### src/rtl/flash_pkg.sv
// Shared definitions for the flash read responder: SPI opcodes, FSM encoding,
// SPI address width and the helper that selects the byte shifted out next.
package flash_pkg;

  localparam logic [7:0] READ4  = 8'h13;
  localparam int         ADDR_W = 32;

  typedef enum logic [2:0] {
    ST_IDLE,
    ST_CMD,
    ST_ADDR,
    ST_DATA,
    ST_DESEL
  } fsm_state_e;

  // Byte placed on mosi for the given phase; address bytes go out MSB first.
  function automatic logic [7:0] tx_sel(input fsm_state_e      st,
                                        input logic [1:0]      idx,
                                        input logic [ADDR_W-1:0] addr,
                                        input logic [7:0]      cmd);
    logic [7:0] b;
    b = 8'h00;
    case (st)
      ST_CMD:  b = cmd;
      ST_ADDR: begin
        case (idx)
          2'd0:    b = addr[31:24];
          2'd1:    b = addr[23:16];
          2'd2:    b = addr[15:8];
          default: b = addr[7:0];
        endcase
      end
      default: b = 8'h00;
    endcase
    return b;
  endfunction

endpackage

### src/rtl/flash_rd_responder_if.sv
// Request/stream bundle between the init loader and the flash read responder.
interface flash_rd_responder_if;

  logic        init_flash_rden;
  logic [23:0] init_flash_length;
  logic [24:0] init_flash_addr;
  logic        init_flash_valid;
  logic        init_flash_last;
  logic [7:0]  init_flash_data;
  logic        flash_busy;
  logic        flash_req_err;

  modport master (
    output init_flash_rden, init_flash_length, init_flash_addr,
    input  init_flash_valid, init_flash_last, init_flash_data,
    input  flash_busy, flash_req_err
  );

  modport slave (
    input  init_flash_rden, init_flash_length, init_flash_addr,
    output init_flash_valid, init_flash_last, init_flash_data,
    output flash_busy, flash_req_err
  );

endinterface

### src/rtl/spi_bit_engine.sv
// SPI mode-0 bit engine: divider, sck generation, 8-bit shift out/in.
// byte_done pulses the cycle after the 8th bit is sampled; byte_end marks the closing edge of a byte.
module spi_bit_engine #(
  parameter int CLK_DIV = 2
) (
  input  logic       clk,
  input  logic       rst_n,
  input  logic       start,
  input  logic       active,
  input  logic [7:0] tx_byte,
  input  logic       miso,
  output logic       sck,
  output logic       mosi,
  output logic [7:0] rx_byte,
  output logic       byte_done,
  output logic       byte_end
);

  localparam logic [7:0] DIV_LAST = 8'(CLK_DIV - 1);

  logic [7:0] div_q, div_d;
  logic       phase_q, phase_d;   // 0: low half of the bit, 1: high half
  logic [2:0] bit_q, bit_d;
  logic [7:0] tx_sh_q, tx_sh_d;
  logic [7:0] rx_sh_q, rx_sh_d;
  logic       sck_q, sck_d;
  logic       mosi_q, mosi_d;
  logic       done_q, done_d;
  logic       tick;

  assign tick     = (div_q == DIV_LAST);
  assign byte_end = active && phase_q && tick && (bit_q == 3'd7);

  // NOTE: every variable gets its hold value first, so no path leaves one unassigned and no latch is inferred.
  always_comb begin
    div_d   = div_q;
    phase_d = phase_q;
    bit_d   = bit_q;
    tx_sh_d = tx_sh_q;
    rx_sh_d = rx_sh_q;
    sck_d   = sck_q;
    mosi_d  = mosi_q;
    done_d  = 1'b0;

    if (start) begin
      div_d   = 8'd0;
      phase_d = 1'b0;
      bit_d   = 3'd0;
      sck_d   = 1'b0;
      mosi_d  = tx_byte[7];
      tx_sh_d = {tx_byte[6:0], 1'b0};
    end else if (!active) begin
      div_d   = 8'd0;
      phase_d = 1'b0;
      bit_d   = 3'd0;
      sck_d   = 1'b0;
      mosi_d  = 1'b0;
    end else if (!tick) begin
      div_d = div_q + 8'd1;
    end else begin
      div_d = 8'd0;
      if (!phase_q) begin
        // Rising edge: miso was driven by the flash on the previous falling edge.
        phase_d = 1'b1;
        sck_d   = 1'b1;
        rx_sh_d = {rx_sh_q[6:0], miso};
        done_d  = (bit_q == 3'd7);
      end else begin
        phase_d = 1'b0;
        sck_d   = 1'b0;
        bit_d   = bit_q + 3'd1;
        if (bit_q == 3'd7) begin
          mosi_d  = tx_byte[7];
          tx_sh_d = {tx_byte[6:0], 1'b0};
        end else begin
          mosi_d  = tx_sh_q[7];
          tx_sh_d = {tx_sh_q[6:0], 1'b0};
        end
      end
    end
  end

  // NOTE: sequential state is updated only with non-blocking assignments so every flop sees pre-edge values.
  always_ff @(posedge clk or negedge rst_n) begin
    if (!rst_n) begin
      div_q   <= 8'd0;
      phase_q <= 1'b0;
      bit_q   <= 3'd0;
      tx_sh_q <= 8'h00;
      rx_sh_q <= 8'h00;
      sck_q   <= 1'b0;
      mosi_q  <= 1'b0;
      done_q  <= 1'b0;
    end else begin
      div_q   <= div_d;
      phase_q <= phase_d;
      bit_q   <= bit_d;
      tx_sh_q <= tx_sh_d;
      rx_sh_q <= rx_sh_d;
      sck_q   <= sck_d;
      mosi_q  <= mosi_d;
      done_q  <= done_d;
    end
  end

  assign sck       = sck_q;
  assign mosi      = mosi_q;
  assign rx_byte   = rx_sh_q;
  assign byte_done = done_q;

endmodule

### src/rtl/flash_rd_responder.sv
// Serves init-loader byte-stream reads with a 4-byte-address SPI NOR read (0x13, mode 0).
// Holds the request FSM, the byte counters and the valid/last/data output stream.
module flash_rd_responder
  import flash_pkg::*;
#(
  parameter int         CLK_DIV  = 2,
  parameter logic [7:0] CMD_READ = READ4,
  parameter int         TCSH     = 4
) (
  input  logic                 sys_clk,
  input  logic                 glbl_rst_n,
  flash_rd_responder_if.slave  init,
  output logic                 spi_cs_n,
  output logic                 spi_sck,
  output logic                 spi_mosi,
  input  logic                 spi_miso
);

  localparam logic [3:0] DESEL_LAST = 4'(TCSH - 1);

  fsm_state_e        state_q, state_d;
  logic [ADDR_W-1:0] addr_q, addr_d;
  logic [23:0]       len_q, len_d;
  logic [23:0]       byte_cnt_q, byte_cnt_d;
  logic [3:0]        desel_q, desel_d;
  logic              cs_n_q, cs_n_d;
  logic              busy_q, busy_d;
  logic              valid_q, valid_d;
  logic              last_q, last_d;
  logic [7:0]        data_q, data_d;
  logic              req_err_q, req_err_d;

  logic              accept;
  logic [7:0]        tx_byte;
  logic [7:0]        rx_byte;
  logic              byte_done;
  logic              byte_end;
  logic              eng_active;

  assign eng_active = (state_q == ST_CMD) || (state_q == ST_ADDR) || (state_q == ST_DATA);

  always_comb begin
    state_d    = state_q;
    addr_d     = addr_q;
    len_d      = len_q;
    byte_cnt_d = byte_cnt_q;
    desel_d    = desel_q;
    cs_n_d     = cs_n_q;
    busy_d     = busy_q;
    valid_d    = 1'b0;
    last_d     = 1'b0;
    data_d     = data_q;
    req_err_d  = 1'b0;
    accept     = 1'b0;

    if (init.init_flash_rden) begin
      if ((state_q == ST_IDLE) && (init.init_flash_length != 24'd0)) accept = 1'b1;
      else req_err_d = 1'b1;
    end

    unique case (state_q)
      ST_IDLE: begin
        if (accept) begin
          state_d    = ST_CMD;
          addr_d     = {7'b0, init.init_flash_addr};
          len_d      = init.init_flash_length;
          byte_cnt_d = 24'd0;
          cs_n_d     = 1'b0;
          busy_d     = 1'b1;
        end
      end
      ST_CMD: begin
        if (byte_done) begin
          state_d    = ST_ADDR;
          byte_cnt_d = 24'd0;
        end
      end
      ST_ADDR: begin
        if (byte_done) begin
          if (byte_cnt_q == 24'd3) begin
            state_d    = ST_DATA;
            byte_cnt_d = 24'd0;
          end else begin
            byte_cnt_d = byte_cnt_q + 24'd1;
          end
        end
      end
      ST_DATA: begin
        if (byte_done) begin
          valid_d    = 1'b1;
          data_d     = rx_byte;
          last_d     = (byte_cnt_q == len_q - 24'd1);
          byte_cnt_d = byte_cnt_q + 24'd1;
        end
        // The final byte may be counted on this same edge when CLK_DIV is 1.
        if (byte_end && (byte_cnt_d == len_q)) begin
          state_d = ST_DESEL;
          cs_n_d  = 1'b1;
          desel_d = DESEL_LAST;
        end
      end
      ST_DESEL: begin
        if (desel_q == 4'd0) begin
          state_d = ST_IDLE;
          busy_d  = 1'b0;
        end else begin
          desel_d = desel_q - 4'd1;
        end
      end
      default: begin
        state_d = ST_IDLE;
        cs_n_d  = 1'b1;
        busy_d  = 1'b0;
      end
    endcase

    // Evaluated on the next state so the engine loads the right byte even at CLK_DIV=1.
    tx_byte = tx_sel(state_d, byte_cnt_d[1:0], addr_d, CMD_READ);
  end

  always_ff @(posedge sys_clk or negedge glbl_rst_n) begin
    if (!glbl_rst_n) begin
      state_q    <= ST_IDLE;
      addr_q     <= '0;
      len_q      <= 24'd0;
      byte_cnt_q <= 24'd0;
      desel_q    <= 4'd0;
      cs_n_q     <= 1'b1;
      busy_q     <= 1'b0;
      valid_q    <= 1'b0;
      last_q     <= 1'b0;
      data_q     <= 8'h00;
      req_err_q  <= 1'b0;
    end else begin
      state_q    <= state_d;
      addr_q     <= addr_d;
      len_q      <= len_d;
      byte_cnt_q <= byte_cnt_d;
      desel_q    <= desel_d;
      cs_n_q     <= cs_n_d;
      busy_q     <= busy_d;
      valid_q    <= valid_d;
      last_q     <= last_d;
      data_q     <= data_d;
      req_err_q  <= req_err_d;
    end
  end

  spi_bit_engine #(.CLK_DIV(CLK_DIV)) u_engine (
    .clk       (sys_clk),
    .rst_n     (glbl_rst_n),
    .start     (accept),
    .active    (eng_active),
    .tx_byte   (tx_byte),
    .miso      (spi_miso),
    .sck       (spi_sck),
    .mosi      (spi_mosi),
    .rx_byte   (rx_byte),
    .byte_done (byte_done),
    .byte_end  (byte_end)
  );

  assign spi_cs_n              = cs_n_q;
  assign init.init_flash_valid = valid_q;
  assign init.init_flash_last  = last_q;
  assign init.init_flash_data  = data_q;
  assign init.flash_busy       = busy_q;
  assign init.flash_req_err    = req_err_q;

endmodule

### src/flat_wrapper.sv
// flat-port wrapper written by rule: the top's interface ports become plain ports
module flash_rd_responder_flat import flash_pkg::*;
#(
  parameter int         CLK_DIV  = 2,
  parameter logic [7:0] CMD_READ = READ4,
  parameter int         TCSH     = 4
)
  (sys_clk, glbl_rst_n, spi_cs_n, spi_sck, spi_mosi, spi_miso, init_init_flash_rden, init_init_flash_length, init_init_flash_addr, init_init_flash_valid, init_init_flash_last, init_init_flash_data, init_flash_busy, init_flash_req_err);
  flash_rd_responder_if init_i ();
  input  logic sys_clk;
  input  logic glbl_rst_n;
  output logic spi_cs_n;
  output logic spi_sck;
  output logic spi_mosi;
  input  logic spi_miso;
  input wire logic [$bits(init_i.init_flash_rden)-1:0] init_init_flash_rden;
  input wire logic [$bits(init_i.init_flash_length)-1:0] init_init_flash_length;
  input wire logic [$bits(init_i.init_flash_addr)-1:0] init_init_flash_addr;
  output wire logic [$bits(init_i.init_flash_valid)-1:0] init_init_flash_valid;
  output wire logic [$bits(init_i.init_flash_last)-1:0] init_init_flash_last;
  output wire logic [$bits(init_i.init_flash_data)-1:0] init_init_flash_data;
  output wire logic [$bits(init_i.flash_busy)-1:0] init_flash_busy;
  output wire logic [$bits(init_i.flash_req_err)-1:0] init_flash_req_err;
  assign init_i.init_flash_rden = init_init_flash_rden;
  assign init_i.init_flash_length = init_init_flash_length;
  assign init_i.init_flash_addr = init_init_flash_addr;
  assign init_init_flash_valid = init_i.init_flash_valid;
  assign init_init_flash_last = init_i.init_flash_last;
  assign init_init_flash_data = init_i.init_flash_data;
  assign init_flash_busy = init_i.flash_busy;
  assign init_flash_req_err = init_i.flash_req_err;
  flash_rd_responder #(.CLK_DIV(CLK_DIV), .CMD_READ(CMD_READ), .TCSH(TCSH)) u_core (.sys_clk(sys_clk), .glbl_rst_n(glbl_rst_n), .init(init_i), .spi_cs_n(spi_cs_n), .spi_sck(spi_sck), .spi_mosi(spi_mosi), .spi_miso(spi_miso));
endmodule
### config.mk
export PLATFORM = sky130hd
export DESIGN_NAME = flash_rd_responder_flat
export DESIGN_NICKNAME = d
export VERILOG_FILES = /design/src/rtl/flash_pkg.sv /design/src/rtl/flash_rd_responder_if.sv /design/src/rtl/spi_bit_engine.sv /design/src/rtl/flash_rd_responder.sv /design/src/flat_wrapper.sv
export SDC_FILE = /design/constraint.sdc
export NUM_CORES = 1
export LEC_CHECK = 0
export CAP_MARGIN = 15
export CORE_MARGIN = 2
export CORE_UTILIZATION = 25
export CTS_BUF_LIST = sky130_fd_sc_hd__clkbuf_8
export DETAILED_ROUTE_END_ITERATION = 10
export PLACE_DENSITY = 0.38
export SYNTH_ARGS = -nofsm -noshare
export SYNTH_HDL_FRONTEND = slang
export SYNTH_SLANG_ARGS = --single-unit
export TNS_END_PERCENT = 30
### constraint.sdc
create_clock -name sys_clk -period 4.4 [get_ports sys_clk]
set_input_delay 0.88 -clock sys_clk [delete_from_list [all_inputs] [get_ports sys_clk]]
set_output_delay 0.88 -clock sys_clk [all_outputs]
set_load 0.02 [all_outputs]
==> metrics.md, run 1 <==
| Metric | Value |
|---|---|
| Wire length per cell | `19.7 µm` |
| Maximum ir drop on the vdd rail | `0.156 mV` |
| Proportion of synthesized chip area in sequential cells | `40.5%` |
| Final standard cell area without fillers | `0.00955 mm²` |
| Die boundary width | `182 µm` |
| Kind of end point of the critical path | `flip-flop` |
| Met3 routed WL | `1170 µm` |
| Total congestion overflow after global routing | `0` |
| Slowest cell on the critical path | `or4b_2` |
| First-pass GRT wire length | `41000 µm` |
| Initial antenna violation count | `0` |
| Level count of the clock H-tree | `4` |
| CTS Hold Bufs | `0` |
| Finish-stage setup viols | `0` |
| Ys async rst share | `between 90% and 100%` |
| Detail-routed via count per cell | `5.08` |
| Lkg Pwr | `0.00418 µW` |
| WS Path Type | `flip-flop to flip-flop` |
| Reg clk slew, reported paths | `90 ps` |
| Total cell area at the placement stage | `0.00917 mm²` |
| Buffering stage count on the worst path with inverters included | `0` |
| CP startpoint kind | `flip-flop` |
| Largest cells by area after synthesis | `dfrtp_1 40%, mux2_2 9.3%, xnor2_1 3.5%` |
| Summed negative setup slack over all endpoints | `0 ps` |
| Total area of sequential cells | `~0.0032 mm²` |
| Maxcap violations | `0` |
| Initial DRT Pass Iterations | `5` |
| Top achievable clock speed | `0.266 GHz` |
| Post-route clock period utilization | `85.4%` |
| Post-route worst hold slack | `483 ps` |
| Count of buffers added by post-CTS timing repair for setup | `0` |
| Total power divided by cell area | `around 240 mW/mm²` |
| Area of the mapped netlist | `0.00796 mm²` |
| Metal-1 WL | `between 10000 and 15000 µm` |
| Run status | `finished clean` |
| Core Region | `0.0315 mm²` |
| Total power draw | `2320 µW` |
| Required time of the critical path | `4740 ps` |
| Most frequent CP cell | `nand3_1` |
| Area Growth Syn to Fin | `19.9%` |
| Routability congestion estimate from global placement | `0.850` |
| Area share of the leading cell type in the synthesized netlist | `40.2%` |
| NumNets Final | `974` |
| CP cell instances | `ha_1 > nand4_1 > xnor2_1 > nand3_1 > or4b_2 > or4_1 > nor3_1 > nand3_1 > a31o_2` |
| Clock buffer count from CTS | `17` |
| Critical path data arrival time | `around 4100 ps` |
| Clock tree from TritonCTS | `done` |
| Uppermost layer routed | `met4` |
| Post-route clock skew | `15.7 ps` |
| Most common library cells after synthesis | `128 x dfrtp_1, 66 x mux2_2, 60 x nand2_1` |
| Slew of the pin with the lowest slew margin | `920 ps` |
| Post-detailed-routing wire length | `26100 µm` |
| Total count of hold-check failures in the final report | `0` |
| Number of antenna repair diodes | `0` |
| Overall global routing resource usage | `between 10% and 20%` |
| Yosys synthesis warning count | `0` |
| Worst rel slew slack | `38.7%` |
| Clock Sink Count | `129` |
| Number of inserted filler cells in the final layout | `3274` |
| Final ANT Viol Nets | `0` |
| CP Max Fanout | `9` |
| Initial Util | `between 20% and 30%` |
| HPWL after DPL | `19600 µm` |
| Height of the die | `about 180 µm` |
| Routed vias | `6738` |
| Cell Rows | `65` |
| Type of the worst min-delay path | `primary input to asynchronous set/reset pin` |
| Number of register bits inferred by synthesis | `~130` |
| Clock root buffer master | `clkbuf_8` |
| Netlist cell types | `74` |
| Via count of the first global-routing pass | `6789` |
| Most frequent cell after synthesis | `dfrtp_1` |
| Multi-input gate area | `about 0.0044 mm²` |
| # port buffers | `67` |
| Post-Synthesis Cells | `roughly 840` |
| Cell family with the largest share of critical-path delay | `simple AND/OR/NAND/NOR gates` |
| Utilization after layout | `30.3%` |
| Number of buffers between clock root and the deepest sink | `2` |
| Number of pins exceeding their max-slew limit in the final report | `0` |
| Post-CTS Resized | `0` |
| Source-to-sink clock delay at the later pin of the worst-skew pair | `about 450 ps` |
| 1st-iter DRT viols | `500` |
| EDFF count, synth | `0` |
| Mean area per synthesized cell | `9.44 µm²` |
| Share of layout cells above drive strength 1 | `~18%` |
| Slowest Stage Delay on Critical Path | `630 ps` |
| Total met2 wirelength after detailed routing | `12200 µm` |
| Most instantiated flip-flop cell in the synthesis netlist | `dfrtp_1` |
| Time the worst path needs with I/O delays and setup | `roughly 3800 ps` |
| Remaining routing DRC violations | `0` |
| Ports placed on the boundary | `68` |
| Die footprint | `roughly 0.033 mm²` |
| Library cell occupying the most area in the post-synthesis netlist | `dfrtp_1` |
| Setup repair after global routing missed its margin | `false` |
| Largest net degree at the start of global routing | `between 80 and 90` |
| Synthesized Nets | `906` |
[layer usage]
layer	vias up	global-route usage [%]
li1	3238	-
met1	3281	21.2
met2	181	26.0
met3	38	2.97
met4	0	7.32
met5	-	0
[placed cells by master, fill, tap and decap left out, types with 17 or more instances in the layout]
master | synthesis | final
clkbuf_8 | 0 | 17
nand4_1 | 25 | 25
inv_1 | 22 | 23
xnor2_1 | 32 | 32
o21ai_0 | 37 | 37
a21oi_1 | 30 | 30
nand3_1 | 38 | 38
dfrtp_1 | 128 | 128
nor3_1 | 27 | 27
buf_4 | 4 | 38
nand2_1 | 60 | 60
nor2_1 | 59 | 59
xor2_1 | 26 | 26
nor4_1 | 26 | 26
mux2_2 | 66 | 66
clkdlybuf4s50_1 | 0 | 66
[cell type report]
cell class / count / area share [%]
repair buffers: 106 / 10.2
flip-flops and latches: 129 / 33.8
multi-input cells: 636 / 45.8
clock inverters: 15 / 1.56
inverters: 22 / 0.865
well taps: 402 / 5.27
clock buffers: 17 / 2.45
[path summary, 6_finish.rpt]
path / from / end / slack, ps / cells after the start
setup / recovery: u_core.byte_cnt_q[0] / u_core.desel_q[3] / 640 / 9
max in group asynchronous: glbl_rst_n / u_core.len_q[9] / 2950 / 2
setup reg to reg: u_core.byte_cnt_q[0] / u_core.desel_q[3] / 640 / 9
min in group sys_clk: u_core.addr_q[30] / u_core.addr_q[30] / 490 / 1
hold / removal: glbl_rst_n / u_core.len_q[5] / 480 / 1
hold reg to reg: u_core.addr_q[30] / u_core.addr_q[30] / 490 / 1
[registers in the layout, indices dropped and copies added, names as in the netlist, 3 cells and up]
register and flops:
u_core.addr_q 32, u_core.byte_cnt_q 24, u_core.len_q 24, u_core.init.init_flash_data 8
u_core.u_engine.div_q 8, u_core.u_engine.rx_byte 8, u_core.u_engine.tx_sh_q 7, u_core.desel_q 4
u_core.state_q 3, u_core.u_engine.bit_q 3
[worst reg2reg max path: cells and delay by family (launching register included)]
family | cells | cell delay (ps)
AND/OR/NAND/NOR | 6 | 2060
flip-flops | 1 | 560
XOR/XNOR | 1 | 370
adder cells (fa/ha/maj) | 1 | 340
AO/OA/AOI/OAI | 1 | 320
[cell families after synthesis]
family	after synthesis	synth area share, %
multiplexers	81	11.4
buffers and inverters	79	4.51
XOR/XNOR	59	6.58
AND/OR/NAND/NOR	329	22.2
flip-flops	129	40.5
AO/OA/AOI/OAI	156	13.1
adder cells (fa/ha/maj)	11	1.67
[power breakdown]
group	total, µW	internal, µW	switching [µW]
clock	1040	465	577
sequential	1190	1190	2.77
combinational	87.7	47.1	40.6
total	2320	1700	620
[through the flow]
stage,std cells,setup slack [ps]
2_1_floorplan,844,1210
3_3_place_gp,1295,436
3_5_place_dp,1295,425
4_1_cts,1327,653
5_1_grt,1327,348
6_report,1327,642
(Power assumes the default switching activity.)
==> run 2: changes to the inputs <==
Clock period 4.4 ns to 4.65 ns, I/O delays scaled along.
==> run 2 against run 1 <==
Design area is 1.2% lower. Register-to-register slack better by 240 ps. Fmax is 0.36% lower. Non-clock buffer count is 14 lower. Global-route usage is 0.074 points lower. Total power is 5.9% lower. Clock power is 6% lower. Hold slack better by 12 ps. First-iteration DRC count is 15% lower. Clock-buffer cell count stayed put.
==> metrics.md, run 2 (synthesized netlist as in run 1, its figures left out) <==
| Metric | Value |
|---|---|
| Run status | `finished clean` |
| Post-detailed-routing wire length | `26000 µm (-0.46%)` |
| Detail-routed via count per cell | `5.10 (+0.53%)` |
| Min-Delay Endpoint | `u_core.addr_q[31]` |
| Depth of the critical timing path with buffers and inverters included | `9 (unchanged)` |
| Remaining routing DRC violations | `0 (unchanged)` |
| Via count of the first global-routing pass | `6830 (+0.60%)` |
| Cell Rows | `65 (unchanged)` |
| Initial antenna violation count | `0 (unchanged)` |
| Initial Util | `25.3% (unchanged)` |
| Buffering stage count on the worst path with inverters included | `0 (unchanged)` |
| Registers with the most flip-flops | `u_core.addr_q: 32 flops, u_core.byte_cnt_q: 24 flops, u_core.len_q: 24 flops` |
| Critical path data arrival time | `4110 ps (about the same)` |
| Clock Sink Count | `129 (unchanged)` |
| Lkg Pwr | `0.00411 µW (-1.6%)` |
| Total power divided by cell area | `232 mW/mm² (-4.7%)` |
| CP startpoint kind | `flip-flop` |
| Reg clk slew, reported paths | `100 ps (about the same)` |
| Leading cell type in the layout, fill and taps excluded | `dfrtp_1` |
| Register containing the most flip-flops in the final layout | `u_core.addr_q` |
| Routability congestion estimate from global placement | `0.839 (-1.2%)` |
| Clock tree from TritonCTS | `done` |
| Die boundary width | `182 µm (unchanged)` |
| First-pass GRT wire length | `41100 µm (+0.25%)` |
| Setup repair after global routing missed its margin | `false` |
| # port buffers | `67 (unchanged)` |
| Initial DRT Pass Iterations | `5 (unchanged)` |
| Worst rel slew slack | `39.8% (+1.2 points)` |
| Worst R2R End | `u_core.desel_q[2]` |
| Metal-1 WL | `11700 µm (+0.64%)` |
| Worst-case register-to-register setup slack | `880 ps (+240 ps)` |
| Clock root buffer master | `clkbuf_8` |
| Post-route clock period utilization | `81.1% (-4.3 points)` |
| Maxcap violations | `0 (unchanged)` |
| Area Growth Syn to Fin | `18.5%` |
| Critical R2R Launch | `u_core.byte_cnt_q[0]` |
| Total met2 wirelength after detailed routing | `12600 µm (+2.6%)` |
| Post-CTS Resized | `0 (unchanged)` |
| Slowest cell on the critical path | `or4b_2` |
| WS Path Type | `flip-flop to flip-flop` |
| Summed negative setup slack over all endpoints | `0 ps (unchanged)` |
| Slew of the pin with the lowest slew margin | `903 ps (-17.7 ps)` |
| Post-route worst hold slack | `495 ps (+12.1 ps)` |
| Number of buffers between clock root and the deepest sink | `2 (unchanged)` |
| Ports placed on the boundary | `68 (unchanged)` |
| CP Max Fanout | `9 (unchanged)` |
| Required time of the critical path | `4990 ps (+250 ps)` |
| Final ANT Viol Nets | `0 (unchanged)` |
| Kind of end point of the critical path | `flip-flop` |
| Cell family with the largest share of critical-path delay | `simple AND/OR/NAND/NOR gates` |
| Met3 routed WL | `912 µm (-22%)` |
| Number of pins exceeding their max-slew limit in the final report | `0 (unchanged)` |
| Height of the die | `182 µm (unchanged)` |
| Finish-stage setup viols | `0 (unchanged)` |
| Post-route clock skew | `20.6 ps (+4.92 ps)` |
| Overall global routing resource usage | `16.1% (-0.074 points)` |
| Clock buffer count from CTS | `17 (unchanged)` |
| Uppermost layer routed | `met4` |
| Slowest Stage Delay on Critical Path | `610 ps (-20 ps)` |
| Worst hold path depth | `1` |
| Type of the worst min-delay path | `flip-flop to flip-flop` |
| Core Region | `0.0315 mm² (unchanged)` |
| Level count of the clock H-tree | `4 (unchanged)` |
| Max reg flops | `32 (unchanged)` |
| Share of layout cells above drive strength 1 | `16.4% (-1.3 points)` |
| Count of buffers added by post-CTS timing repair for setup | `0 (unchanged)` |
| Reg2reg path depth | `9 (unchanged)` |
| 1st-iter DRT viols | `427 (-15%)` |
| Source-to-sink clock delay at the later pin of the worst-skew pair | `460 ps (about the same)` |
| Start point of the worst min-delay path | `u_core.addr_q[31]` |
| Die footprint | `0.0333 mm² (unchanged)` |
| Total count of hold-check failures in the final report | `0 (unchanged)` |
| CP cell instances | `ha_1 > nand4_1 > xnor2_1 > nand3_1 > or4b_2 > or4_1 > nor3_1 > nand3_1 > a31o_2` |
| Total congestion overflow after global routing | `0 (unchanged)` |
| Time the worst path needs with I/O delays and setup | `3770 ps (+13.6 ps)` |
| Top achievable clock speed | `0.265 GHz (-0.36%)` |
| Number of antenna repair diodes | `0 (unchanged)` |
| Number of inserted filler cells in the final layout | `3346 (+2.2%)` |
| CTS Hold Bufs | `0 (unchanged)` |
| Highest-count cells in the layout ignoring fill and taps | `128 x dfrtp_1, 66 x mux2_2, 66 x clkdlybuf4s50_1` |
| HPWL after DPL | `19300 µm (-1.3%)` |
| NumNets Final | `960 (-1.4%)` |
| Routed vias | `6702 (-0.53%)` |
| Wire length per cell | `19.8 µm (+0.60%)` |
| Most frequent CP cell | `nand3_1` |
| Largest net degree at the start of global routing | `93 (+4.5%)` |
| Maximum ir drop on the vdd rail | `0.126 mV (-20%)` |
==> run 2: changes by cell type in the layout (fill, tap and decap cells not counted), sizes merged <==
| cell | previous run | this run |
|---|---|---|
| clkinvlp | 3 | 1 |
| inv | 32 | 33 |
| clkinv | 1 | 3 |
| bufinv | 1 | 0 |
| buf | 40 | 26 |
==> run 2: cell type report <==
| class | count | area (µm²) | area share [%] |
|---|---|---|---|
| Multi-Input combinational cell | 636 | 4380 | 46.4 |
| Sequential cell | 129 | 3230 | 34.2 |
| Timing Repair Buffer | 92 | 872 | 9.24 |
| Tap cell | 402 | 503 | 5.33 |
| Clock buffer | 17 | 234 | 2.48 |
| Clock inverter | 15 | 140 | 1.49 |
| Inverter | 22 | 82.6 | 0.875 |
==> run 2: stage by stage <==
stage | setup slack [ps] | power (µW) | cells | utilization (%) | area [µm²]
after floorplan | 1440 | 1160 | 844 | - | 7960
after global placement | 683 | 1240 | 1281 | 28.8 | 9060
after detailed placement | 659 | 1240 | 1281 | 28.8 | 9060
after CTS | 861 | 2230 | 1313 | 30.0 | 9440
after global routing | 676 | 2280 | 1313 | 30.0 | 9440
final | 879 | 2190 | 1313 | 30.0 | 9440
==> run 2: per-layer routing <==
layer  up-vias  global-route usage [%]
met5         -                       0
met4         0                    5.45
met3        32                    2.69
met2       162                    26.8
met1      3295                    21.2
li1       3213                       -
==> run 2: worst max path at each step <==
| stage | start | endpoint |
|---|---|---|
| 4_1_cts | u_core.byte_cnt_q[0] | u_core.desel_q[2] |
| 3_3_place_gp | init_init_flash_length[12] | u_core.u_engine.tx_sh_q[2] |
| 2_1_floorplan | init_init_flash_length[12] | u_core.u_engine.tx_sh_q[2] |
| 5_1_grt | u_core.byte_cnt_q[0] | u_core.desel_q[2] |
| 6_report | u_core.byte_cnt_q[0] | u_core.desel_q[2] |
| 3_5_place_dp | init_init_flash_length[12] | u_core.u_engine.tx_sh_q[2] |
==> run 2: where the power goes <==
| group | total [µW] | internal [µW] | switching, µW |
|---|---|---|---|
| logic | 82.2 | 44.6 | 37.6 |
| clock network | 976 | 397 | 579 |
| registers | 1130 | 1120 | 2.42 |
==> run 2: worst reg2reg max path, cell delays in order, from the launching register on <==
cell and delay, ps:
dfrtp_1 570, ha_1 320, nand4_1 390, xnor2_1 360
nand3_1 100, or4b_2 610, or4_1 530, nor3_1 210
nand3_1 250, a31o_2 310
